===== src/rtl/mar_pkg.sv =====
// Shared types and defaults for the burst-capable memory address register.
package mar_pkg;

  localparam int unsigned DEF_ADDR_W    = 32;
  localparam int unsigned DEF_STRIDE    = 4;
  localparam int unsigned DEF_BURST_MAX = 8;

  localparam logic [0:0] ST_IDLE = 1'b0;
  localparam logic [0:0] ST_REQ  = 1'b1;

  typedef enum logic [0:0] {
    IDLE = ST_IDLE,
    REQ  = ST_REQ
  } mar_state_e;

  // Beat-count width: wide enough to hold BURST_MAX and one value above it.
  function automatic int unsigned bl_w(input int unsigned burst_max);
    return $clog2(burst_max) + 1;
  endfunction

endpackage


===== src/rtl/mar_burst_unit_if.sv =====
// Control/memory-side signal bundle for mar_burst_unit.
interface mar_burst_unit_if
  import mar_pkg::*;
#(
  parameter int unsigned ADDR_W    = DEF_ADDR_W,
  parameter int unsigned BURST_MAX = DEF_BURST_MAX
);
  localparam int unsigned BL_W = bl_w(BURST_MAX);

  logic              load;
  logic [ADDR_W-1:0] address_input;
  logic              start;
  logic [BL_W-1:0]   burst_len;
  logic              mem_ready;
  logic              mem_valid;
  logic [ADDR_W-1:0] mar_output;
  logic              busy;
  logic              done;
  logic              align_err;

  modport master (
    output load, address_input, start, burst_len, mem_ready,
    input  mem_valid, mar_output, busy, done, align_err
  );

  modport slave (
    input  load, address_input, start, burst_len, mem_ready,
    output mem_valid, mar_output, busy, done, align_err
  );
endinterface


===== src/rtl/mar_beat_counter.sv =====
// Remaining-beat counter: loaded with the burst length, decremented per accept.
module mar_beat_counter #(
  parameter int unsigned BL_W = 4
) (
  input  logic            clk,
  input  logic            rst,
  input  logic            load_i,
  input  logic [BL_W-1:0] len_i,
  input  logic            dec_i,
  output logic            last_beat_o
);
  logic [BL_W-1:0] cnt_q, cnt_d;

  always_comb begin
    cnt_d = cnt_q;
    if (load_i)
      cnt_d = len_i;
    else if (dec_i && cnt_q != '0)
      cnt_d = cnt_q - BL_W'(1);
  end

  always_ff @(posedge clk) begin
    if (rst) cnt_q <= '0;
    else     cnt_q <= cnt_d;
  end

  assign last_beat_o = (cnt_q == BL_W'(1));
endmodule


===== src/rtl/mar_burst_unit.sv =====
// Memory address register with valid/ready request handshake and strided bursts.
module mar_burst_unit
  import mar_pkg::*;
#(
  parameter int unsigned ADDR_W      = DEF_ADDR_W,
  parameter int unsigned STRIDE      = DEF_STRIDE,
  parameter int unsigned BURST_MAX   = DEF_BURST_MAX,
  parameter int unsigned ALIGN_CHECK = 1
) (
  input  logic             clk,
  input  logic             rst,
  mar_burst_unit_if.slave  bus
);
  localparam int unsigned BL_W = bl_w(BURST_MAX);

  mar_state_e        state_q, state_d;
  logic [ADDR_W-1:0] addr_q, addr_d;
  logic              valid_q, valid_d;
  logic              busy_q, busy_d;
  logic              done_q, done_d;
  logic              aerr_q, aerr_d;
  logic              cnt_load, accept, last_beat, len_ok, misaligned;

  assign accept     = valid_q && bus.mem_ready;
  assign len_ok     = (bus.burst_len != '0) && (bus.burst_len <= BL_W'(BURST_MAX));
  assign misaligned = (ALIGN_CHECK != 0) &&
                      ((bus.address_input & ADDR_W'(STRIDE - 1)) != '0);

  mar_beat_counter #(.BL_W(BL_W)) u_beats (
    .clk         (clk),
    .rst         (rst),
    .load_i      (cnt_load),
    .len_i       (bus.burst_len),
    .dec_i       (accept),
    .last_beat_o (last_beat)
  );

  always_comb begin
    state_d  = state_q;
    addr_d   = addr_q;
    valid_d  = valid_q;
    busy_d   = busy_q;
    aerr_d   = aerr_q;
    done_d   = 1'b0;
    cnt_load = 1'b0;
    unique case (state_q)
      IDLE: begin
        if (bus.load) begin
          addr_d = bus.address_input;
          aerr_d = misaligned;
        end else if (bus.start && len_ok && !aerr_q) begin
          state_d  = REQ;
          valid_d  = 1'b1;
          busy_d   = 1'b1;
          cnt_load = 1'b1;
        end
      end
      REQ: begin
        if (accept) begin
          addr_d = addr_q + ADDR_W'(STRIDE);
          if (last_beat) begin
            state_d = IDLE;
            valid_d = 1'b0;
            busy_d  = 1'b0;
            done_d  = 1'b1;
          end
        end
      end
      default: state_d = IDLE;
    endcase
  end

  always_ff @(posedge clk) begin
    if (rst) begin
      state_q <= IDLE;
      addr_q  <= '0;
      valid_q <= 1'b0;
      busy_q  <= 1'b0;
      done_q  <= 1'b0;
      aerr_q  <= 1'b0;
    end else begin
      state_q <= state_d;
      addr_q  <= addr_d;
      valid_q <= valid_d;
      busy_q  <= busy_d;
      done_q  <= done_d;
      aerr_q  <= aerr_d;
    end
  end

  assign bus.mem_valid  = valid_q;
  assign bus.mar_output = addr_q;
  assign bus.busy       = busy_q;
  assign bus.done       = done_q;
  assign bus.align_err  = aerr_q;
endmodule


===== src/flat_wrapper.sv =====
// flat-port wrapper written by rule: the top's interface ports become plain ports
module mar_burst_unit_flat import mar_pkg::*;
#(
  parameter int unsigned ADDR_W      = DEF_ADDR_W,
  parameter int unsigned STRIDE      = DEF_STRIDE,
  parameter int unsigned BURST_MAX   = DEF_BURST_MAX,
  parameter int unsigned ALIGN_CHECK = 1
)
  (clk, rst, bus_load, bus_address_input, bus_start, bus_burst_len, bus_mem_ready, bus_mem_valid, bus_mar_output, bus_busy, bus_done, bus_align_err);
  mar_burst_unit_if #(.ADDR_W(ADDR_W), .BURST_MAX(BURST_MAX)) bus_i ();
  input  logic clk;
  input  logic rst;
  input wire logic [$bits(bus_i.load)-1:0] bus_load;
  input wire logic [$bits(bus_i.address_input)-1:0] bus_address_input;
  input wire logic [$bits(bus_i.start)-1:0] bus_start;
  input wire logic [$bits(bus_i.burst_len)-1:0] bus_burst_len;
  input wire logic [$bits(bus_i.mem_ready)-1:0] bus_mem_ready;
  output wire logic [$bits(bus_i.mem_valid)-1:0] bus_mem_valid;
  output wire logic [$bits(bus_i.mar_output)-1:0] bus_mar_output;
  output wire logic [$bits(bus_i.busy)-1:0] bus_busy;
  output wire logic [$bits(bus_i.done)-1:0] bus_done;
  output wire logic [$bits(bus_i.align_err)-1:0] bus_align_err;
  assign bus_i.load = bus_load;
  assign bus_i.address_input = bus_address_input;
  assign bus_i.start = bus_start;
  assign bus_i.burst_len = bus_burst_len;
  assign bus_i.mem_ready = bus_mem_ready;
  assign bus_mem_valid = bus_i.mem_valid;
  assign bus_mar_output = bus_i.mar_output;
  assign bus_busy = bus_i.busy;
  assign bus_done = bus_i.done;
  assign bus_align_err = bus_i.align_err;
  mar_burst_unit #(.ADDR_W(ADDR_W), .STRIDE(STRIDE), .BURST_MAX(BURST_MAX), .ALIGN_CHECK(ALIGN_CHECK)) u_core (.clk(clk), .rst(rst), .bus(bus_i));
endmodule

===== config.mk =====
export PLATFORM = sky130hd
export DESIGN_NAME = mar_burst_unit_flat
export DESIGN_NICKNAME = d
export VERILOG_FILES = /design/src/rtl/mar_pkg.sv /design/src/rtl/mar_burst_unit_if.sv /design/src/rtl/mar_beat_counter.sv /design/src/rtl/mar_burst_unit.sv /design/src/flat_wrapper.sv
export SDC_FILE = /design/constraint.sdc
export NUM_CORES = 1
export LEC_CHECK = 0
export ABC_AREA = 1
export BUFFER_PORTS_ARGS = -buffer_cell sky130_fd_sc_hd__buf_2
export CAP_MARGIN = 5
export CELL_PAD_IN_SITES_DETAIL_PLACEMENT = 1
export CELL_PAD_IN_SITES_GLOBAL_PLACEMENT = 2
export CORE_ASPECT_RATIO = 1.25
export CORE_MARGIN = 1
export CORE_UTILIZATION = 27
export CTS_CLUSTER_DIAMETER = 200
export CTS_CLUSTER_SIZE = 30
export DETAILED_ROUTE_END_ITERATION = 8
export HOLD_SLACK_MARGIN = 0.03
export PLACE_DENSITY_LB_ADDON = 0.1
export SETUP_SLACK_MARGIN = 0.02
export SLEW_MARGIN = 20
export SYNTH_ARGS = -nofsm -noshare
export SYNTH_HDL_FRONTEND = slang
export SYNTH_SLANG_ARGS = --single-unit

===== constraint.sdc =====
create_clock -name clk -period 1.8 [get_ports clk]
set_clock_uncertainty 0.15 [all_clocks]
set_input_delay 0.18 -clock clk [delete_from_list [all_inputs] [get_ports clk]]
set_output_delay 0.18 -clock clk [all_outputs]
set_load 0.05 [all_outputs]

==> results of run 1 <==
## cells in the final DEF, fill, tap and decap left out, types with 3 or more instances in the layout
master         Yosys  routed
buf_2              5      76
nor2_4             3       8
nand2_4            2       3
xor2_1             3       3
dfxtp_2            0      14
inv_2              6       4
dfxtp_1           40      26
nand4_1            6       6
nand3_1           40      40
clkbuf_16          0       5
or2_2             11      11
nand2_2            4       5
inv_1             34      34
nor2_1            69      62
nand2_1          118     116
buf_4              2      18
o21ai_0           27      26
dlygate4sd3_1      0       4
o21ai_1            4       5
a21oi_1           40      40
nor2_2             5       7
## worst max-delay path: stages, from the launching register on
cell and delay [ns]:
dfxtp_2 0.38, ha_2 0.20, inv_1 0.09, nor2_4 0.15, nand2_4 0.10, inv_4 0.09, nand3b_1 0.10, o21ai_1 0.14
nand2_1 0.06, a21oi_1 0.12
## routing by layer
| metal | wire length (um) | GRT usage | vias to the layer above |
|---|---|---|---|
| met5 | 0 | 0 | - |
| met1 | 4512 | 0.2381 | 1514 |
| met4 | 130 | 0.05000 | 0 |
| met3 | 279 | 0.03054 | 9 |
| met2 | 5096 | 0.3647 | 55 |
| li1 | - | - | 1649 |
## state kept, by name, indices dropped and copies added (netlist names)
name	cells
u_core.bus.mar_output	32
u_core.u_beats.cnt_q	4
u_core.bus.align_err	1
u_core.bus.done	1
u_core.bus.mem_valid	1
u_core.state_q	1
## timing repair
action | in CTS | in global routing
resized for setup | 0 | 22
hold buffers | 4 | 0
buffers inserted | 0 | 2
endpoints found under the setup margin | 0 | 24
endpoints found under the hold margin | 5 | 0
## per-stage QoR
step           worst slack, ns  cell area (um2)  hold WS, ns  power, W  std cells
5_1_grt                0.03399             3606      0.05635  0.002830        669
6_report                0.1559             3606      0.03602  0.002683        669
3_3_place_gp           0.05482             3342       0.2868  0.001762        655
3_5_place_dp           0.06190             3342       0.2925  0.001773        655
2_1_floorplan          0.02712             2756       0.1010  0.001549        452
4_1_cts                0.02322             3526      0.03277  0.002711        667
## worst paths after layout
| path | from | endpoint | slack, ns | cells past startpoint |
|---|---|---|---|---|
| max | u_core.bus.mar_output[2] | u_core.bus.mar_output[22] | 0.16 | 9 |
| min | bus_address_input[16] | u_core.bus.mar_output[16] | 0.04 | 3 |
| max reg2reg | u_core.bus.mar_output[2] | u_core.bus.mar_output[22] | 0.16 | 9 |
| min reg2reg | u_core.bus.mar_output[0] | u_core.bus.mar_output[0] | 0.32 | 2 |
## layout make-up
| cell class | count | share of cell area |
|---|---|---|
| Clock buffer | 5 | 0.03470 |
| Clock inverter | 3 | 0.005205 |
| Inverter | 40 | 0.04303 |
| Multi-Input combinational cell | 355 | 0.4837 |
| Sequential cell | 40 | 0.2269 |
| Tap cell | 126 | 0.04372 |
| Timing Repair Buffer | 100 | 0.1627 |
## where the power goes
group / switching [W] / internal (W) / total (W)
clock: 0.000406 / 0.000512 / 0.000918
combinational: 0.000487 / 0.000223 / 0.000710
sequential: 0.0000933 / 0.000962 / 0.00106
total: 0.000986 / 0.00170 / 0.00268
## cell families (layout without fill, tap and decap cells)
| logic type | after synthesis | after routing | synth area share |
|---|---|---|---|
| AND/OR/NAND/NOR | 263 | 263 | 0.4210 |
| flip-flops | 40 | 40 | 0.2922 |
| buffers and inverters | 57 | 148 | 0.09132 |
| adder cells (fa/ha/maj) | 3 | 3 | 0.01370 |
| XOR/XNOR | 5 | 5 | 0.01598 |
| AO/OA/AOI/OAI | 84 | 84 | 0.1658 |
==> flow_metrics.tcl, run 1 <==
set metrics [dict create \
    grt_max_degree 46 \
    synthTopCellsByArea "dfxtp_1, nand2_1, nor2_1, a21oi_1, nand3_1" \
    core_um2 9759 \
    crit_required_ns 1.88 \
    cp_max_fo 6 \
    utilization 0.3695 \
    nets 586 \
    synth.top_cell.area_share 0.2922 \
    period_needed_ns 1.644 \
    root_buffer "clkbuf_16" \
    path_clk_slew_ns 0.07 \
    first_pass_iters 4 \
    syn_area_per_cell_um2 6.062 \
    layout-drive-gt1-share 0.2928 \
    grt_pass1_vias 3220 \
    gp_congestion 0.7753 \
    worst_slew_pin_slew_ns 0.3541 \
    post-route-period-util 0.9134 \
    setup_tns_ns 0 \
    ir_drop_v 0.0005241 \
    drv_cap 0 \
    antenna_found_initial 0 \
    synth-main-ff-cell "dfxtp_1" \
    antennaDiodeCount 0 \
    drv_slew 0 \
    multi_input_area_um2 1744 \
    cts_sinks 40 \
    clock_path_buffers 2 \
    cp-start-kind "flip-flop" \
    fp.dieW_um 92.11 \
    critPathKind "reg -> reg" \
    powerDensity_nw_per_um2 744.0 \
    relSlewSlack 0.7640 \
    cp-end-kind "flip-flop" \
    synthesis.area_um2 2740 \
    cts_tree "yes" \
    fillers 1344 \
    drc 0 \
    synth_common_cells "nand2_1, nor2_1, a21oi_1, dfxtp_1, nand3_1" \
    outcome "completed" \
    ios 77 \
    rows 40 \
    grt_pass1_wl_um 16240 \
    ant_nets 0 \
    grt_overflow 0 \
    rsz0062_at_grt "no" \
    post-dp-hpwl_um 7609 \
    grt_use_total 0.1980 \
    dieArea_um2 10560 \
    io_buffers 76 \
    fmax_mhz 608.2 \
    synth_cell_type_count 33 \
    arrival_ns 1.72 \
    min_path_type "in -> reg" \
    cts_made_buffers 5 \
    setup_violations 0 \
    dr.first_iter.drc_count 96 \
    wl_per_cell_um 14.98 \
    p_leak_nw 1.488 \
    avgViaCountPerCell 4.824 \
    synth-async-reset-ratio 0 \
    syn_inst 452 \
    ff_latch_area_um2 818.3 \
    syn_nets 496 \
    synth.largest_area_cell "dfxtp_1" \
    wl_um 10020 \
    ys_ff_latch 40 \
    hold_viol_final 0 \
    die_h_um 114.6 \
    via_count 3227 \
    synth_edf_count 0 \
    ys_seq_area_frac 0.2922 \
    synthToLayoutAreaGrowth_pct 31.60 \
    cts_max_level 2 \
    clk-insertion-delay-late_ns 0.29 \
    synth_most_common_cell "nand2_1" \
    yosys_warnings 0 \
    start_util 0.2808 \
]
Note: power is estimated with default switching activity, not from simulation.
==> run 2: changes to the inputs <==
--- a/config.mk
+++ b/config.mk
@@ -13,7 +13,7 @@
 export CORE_ASPECT_RATIO = 1.25
 export CORE_MARGIN = 1
 export CORE_UTILIZATION = 27
-export CTS_CLUSTER_DIAMETER = 200
+export CTS_CLUSTER_DIAMETER = 120
 export CTS_CLUSTER_SIZE = 30
 export DETAILED_ROUTE_END_ITERATION = 8
 export HOLD_SLACK_MARGIN = 0.03
==> constraint.sdc (replaced) <==
create_clock -name clk -period 1.8 [get_ports clk]
set_clock_uncertainty 0.15 [all_clocks]
set_input_delay 0.18 -clock clk [delete_from_list [all_inputs] [get_ports clk]]
set_output_delay 0.18 -clock clk [all_outputs]
set_load 0.1 [all_outputs]
==> run 2 against run 1 <==
Cell area increased by 2.7%. Worst setup slack got worse by 0.013 ns. Routed wire length increased by 2.7%. Flip-flop and latch count unchanged. Clock-buffer cell count is the same. Via count is essentially flat. Core utilization up 1.0 points. Critical path depth increased by 1. Non-clock buffer count shrank 4. Sequential share of layout area grew 0.89 points. Critical endpoint is now u_core.bus.mar_output[20]. Largest cell class unchanged.
==> flow_metrics.tcl, run 2 (same netlist as run 1, synthesis figures left out) <==
set metrics [dict create \
    ant_nets 0 \
    finalPower_w 0.003361 \
    layout_common_cells "nand2_1, buf_2, nor2_1, a21oi_1, nand3_1" \
    crit_required_ns 1.83 \
    start_util 0.2808 \
    critPathKind "reg -> reg" \
    drv_cap 0 \
    r2r-end "u_core.bus.mar_output[20]" \
    cpPeakStageDelay_ns 0.37 \
    dr.first_iter.drc_count 87 \
    min_path_cells 3 \
    avgViaCountPerCell 4.854 \
    grt_use_total 0.2069 \
    cp_max_fo 6 \
    r2r-start "u_core.bus.mar_output[2]" \
    stdcell_count 665 \
    rows 40 \
    cts_sinks 40 \
    mostFrequentLayoutCell "nand2_1" \
    cts_made_buffers 5 \
    nets 582 \
    cp-start-kind "flip-flop" \
    dp.cells 651 \
    cp-end-kind "flip-flop" \
    rr_worst_depth 10 \
    p_leak_nw 1.505 \
    grt_pass1_wl_um 16950 \
    largest_reg_flops 32 \
    worst_slew_pin_slew_ns 0.4943 \
    layout-drive-gt1-share 0.3135 \
    rsz0062_at_grt "yes" \
    first_pass_iters 4 \
    path_clk_slew_ns 0.07 \
    cpMostUsedCell "nand2_1" \
    period_needed_ns 1.657 \
    gp_congestion 0.7634 \
    drv_slew 0 \
    wl_per_cell_um 15.47 \
    rrSetupSlack_ns 0.14 \
    die_h_um 114.6 \
    arrival_ns 1.68 \
    finalWorstSetupSlack_ns 0.1432 \
    root_buffer "clkbuf_16" \
    cts_max_level 2 \
    fmax_mhz 603.6 \
    via_count 3228 \
    io_buffers 76 \
    grt_pass1_vias 3411 \
    clock_path_buffers 2 \
    holdPathEnd "u_core.u_beats.cnt_q[0]" \
    powerDensity_nw_per_um2 907.6 \
    setup_tns_ns 0 \
    cp_top_family "simple AND/OR/NAND/NOR gates" \
    relSlewSlack 0.6727 \
    outcome "completed" \
    post-route-period-util 0.9205 \
    post-dp-hpwl_um 7719 \
    hold_viol_final 0 \
    wl_um 10290 \
    grt_max_degree 45 \
    drc 0 \
    clk-insertion-delay-late_ns 0.29 \
    core_um2 9759 \
    antennaDiodeCount 0 \
    fp.dieW_um 92.11 \
    min_from "bus_burst_len[0]" \
    fillers 1300 \
    grt_overflow 0 \
    path_cells "ha_2 > inv_1 > nor2_2 > nand2_2 > nor2_2 > nand2_1 > nand2_1 > nand3_1 > nand2_1 > a21oi_1" \
    cts_tree "yes" \
    ir_drop_v 0.0003260 \
    cp_slowest_cell "dfxtp_4" \
    min_path_type "in -> reg" \
    utilization 0.3795 \
    antenna_found_initial 0 \
    dieArea_um2 10560 \
    place_ws_ns 0.07171 \
    synthToLayoutAreaGrowth_pct 35.16 \
    ios 77 \
    critPathBufInv 1 \
    setup_violations 0 \
]
-- run 2: changes by cell type in the layout (fill, tap and decap cells not counted), sizes merged --
| cell | previous run | this run |
|---|---|---|
| buf | 96 | 92 |
| clkinv | 3 | 0 |
| bufinv | 0 | 3 |
-- run 2: area by class of cell --
| class | instances | area (um2) | area share |
|---|---|---|---|
| clock inverter | 3 | 90.09 | 0.02432 |
| timing repair buffer | 96 | 590.6 | 0.1595 |
| tap | 126 | 157.7 | 0.04257 |
| clock buffer | 5 | 125.1 | 0.03378 |
| sequential | 40 | 873.3 | 0.2358 |
| multi-input combinational | 355 | 1709 | 0.4615 |
| inverter | 40 | 157.7 | 0.04257 |
-- run 2: metrics by stage --
step,hold WS [ns],area [um2]
after detailed placement,0.2985,3405
after CTS,0.04060,3660
after floorplan,0.09872,2811
final,0.02331,3704
after global routing,0.07271,3704
after global placement,0.2875,3405
-- run 2: worst reg2reg max path, stage by stage, from the launching register on --
cell and delay, ns:
dfxtp_4 0.37, ha_2 0.19, inv_1 0.08, nor2_2 0.13, nand2_2 0.12, nor2_2 0.18
nand2_1 0.08, nand2_1 0.07, nand3_1 0.06, nand2_1 0.06, a21oi_1 0.05
-- run 2: repair_timing --
action	4_1_cts	5_1_grt
endpoints found under the hold margin	5	0
resized for setup	0	12
endpoints found under the setup margin	0	18
hold buffers	4	0
buffers inserted	0	2
-- run 2: worst max path at each step --
stage	from	end	slack (ns)	cells after the start
after floorplan	u_core.bus.mar_output[11]	u_core.bus.mar_output[26]	0.02	9
after global placement	u_core.bus.mar_output[7]	u_core.bus.mar_output[21]	0.13	9
after detailed placement	u_core.bus.mar_output[2]	u_core.bus.mar_output[20]	0.07	10
after CTS	u_core.bus.mar_output[2]	u_core.bus.mar_output[22]	0.05	9
after global routing	u_core.bus.mar_output[2]	u_core.bus.mar_output[22]	-0.009	9
final	u_core.bus.mar_output[2]	u_core.bus.mar_output[20]	0.14	10
-- run 2: layer usage --
layer  part of all wire  GRT usage  vias to the layer above
li1                   -          -                     1642
met5                  0          0                        -
met2               0.52     0.3930                       65
met3              0.032    0.03121                       11
met1               0.43     0.2384                     1510
met4              0.016    0.05521                        0
-- run 2: where the power goes --
part | switching (W) | internal, W | total, W | leakage (nW)
logic | 0.000722 | 0.000225 | 0.000947 | 1.06
registers | 0.000100 | 0.000963 | 0.00106 | 0.345
clock network | 0.000414 | 0.000936 | 0.00135 | 0.104
total | 0.00124 | 0.00212 | 0.00336 | 1.50
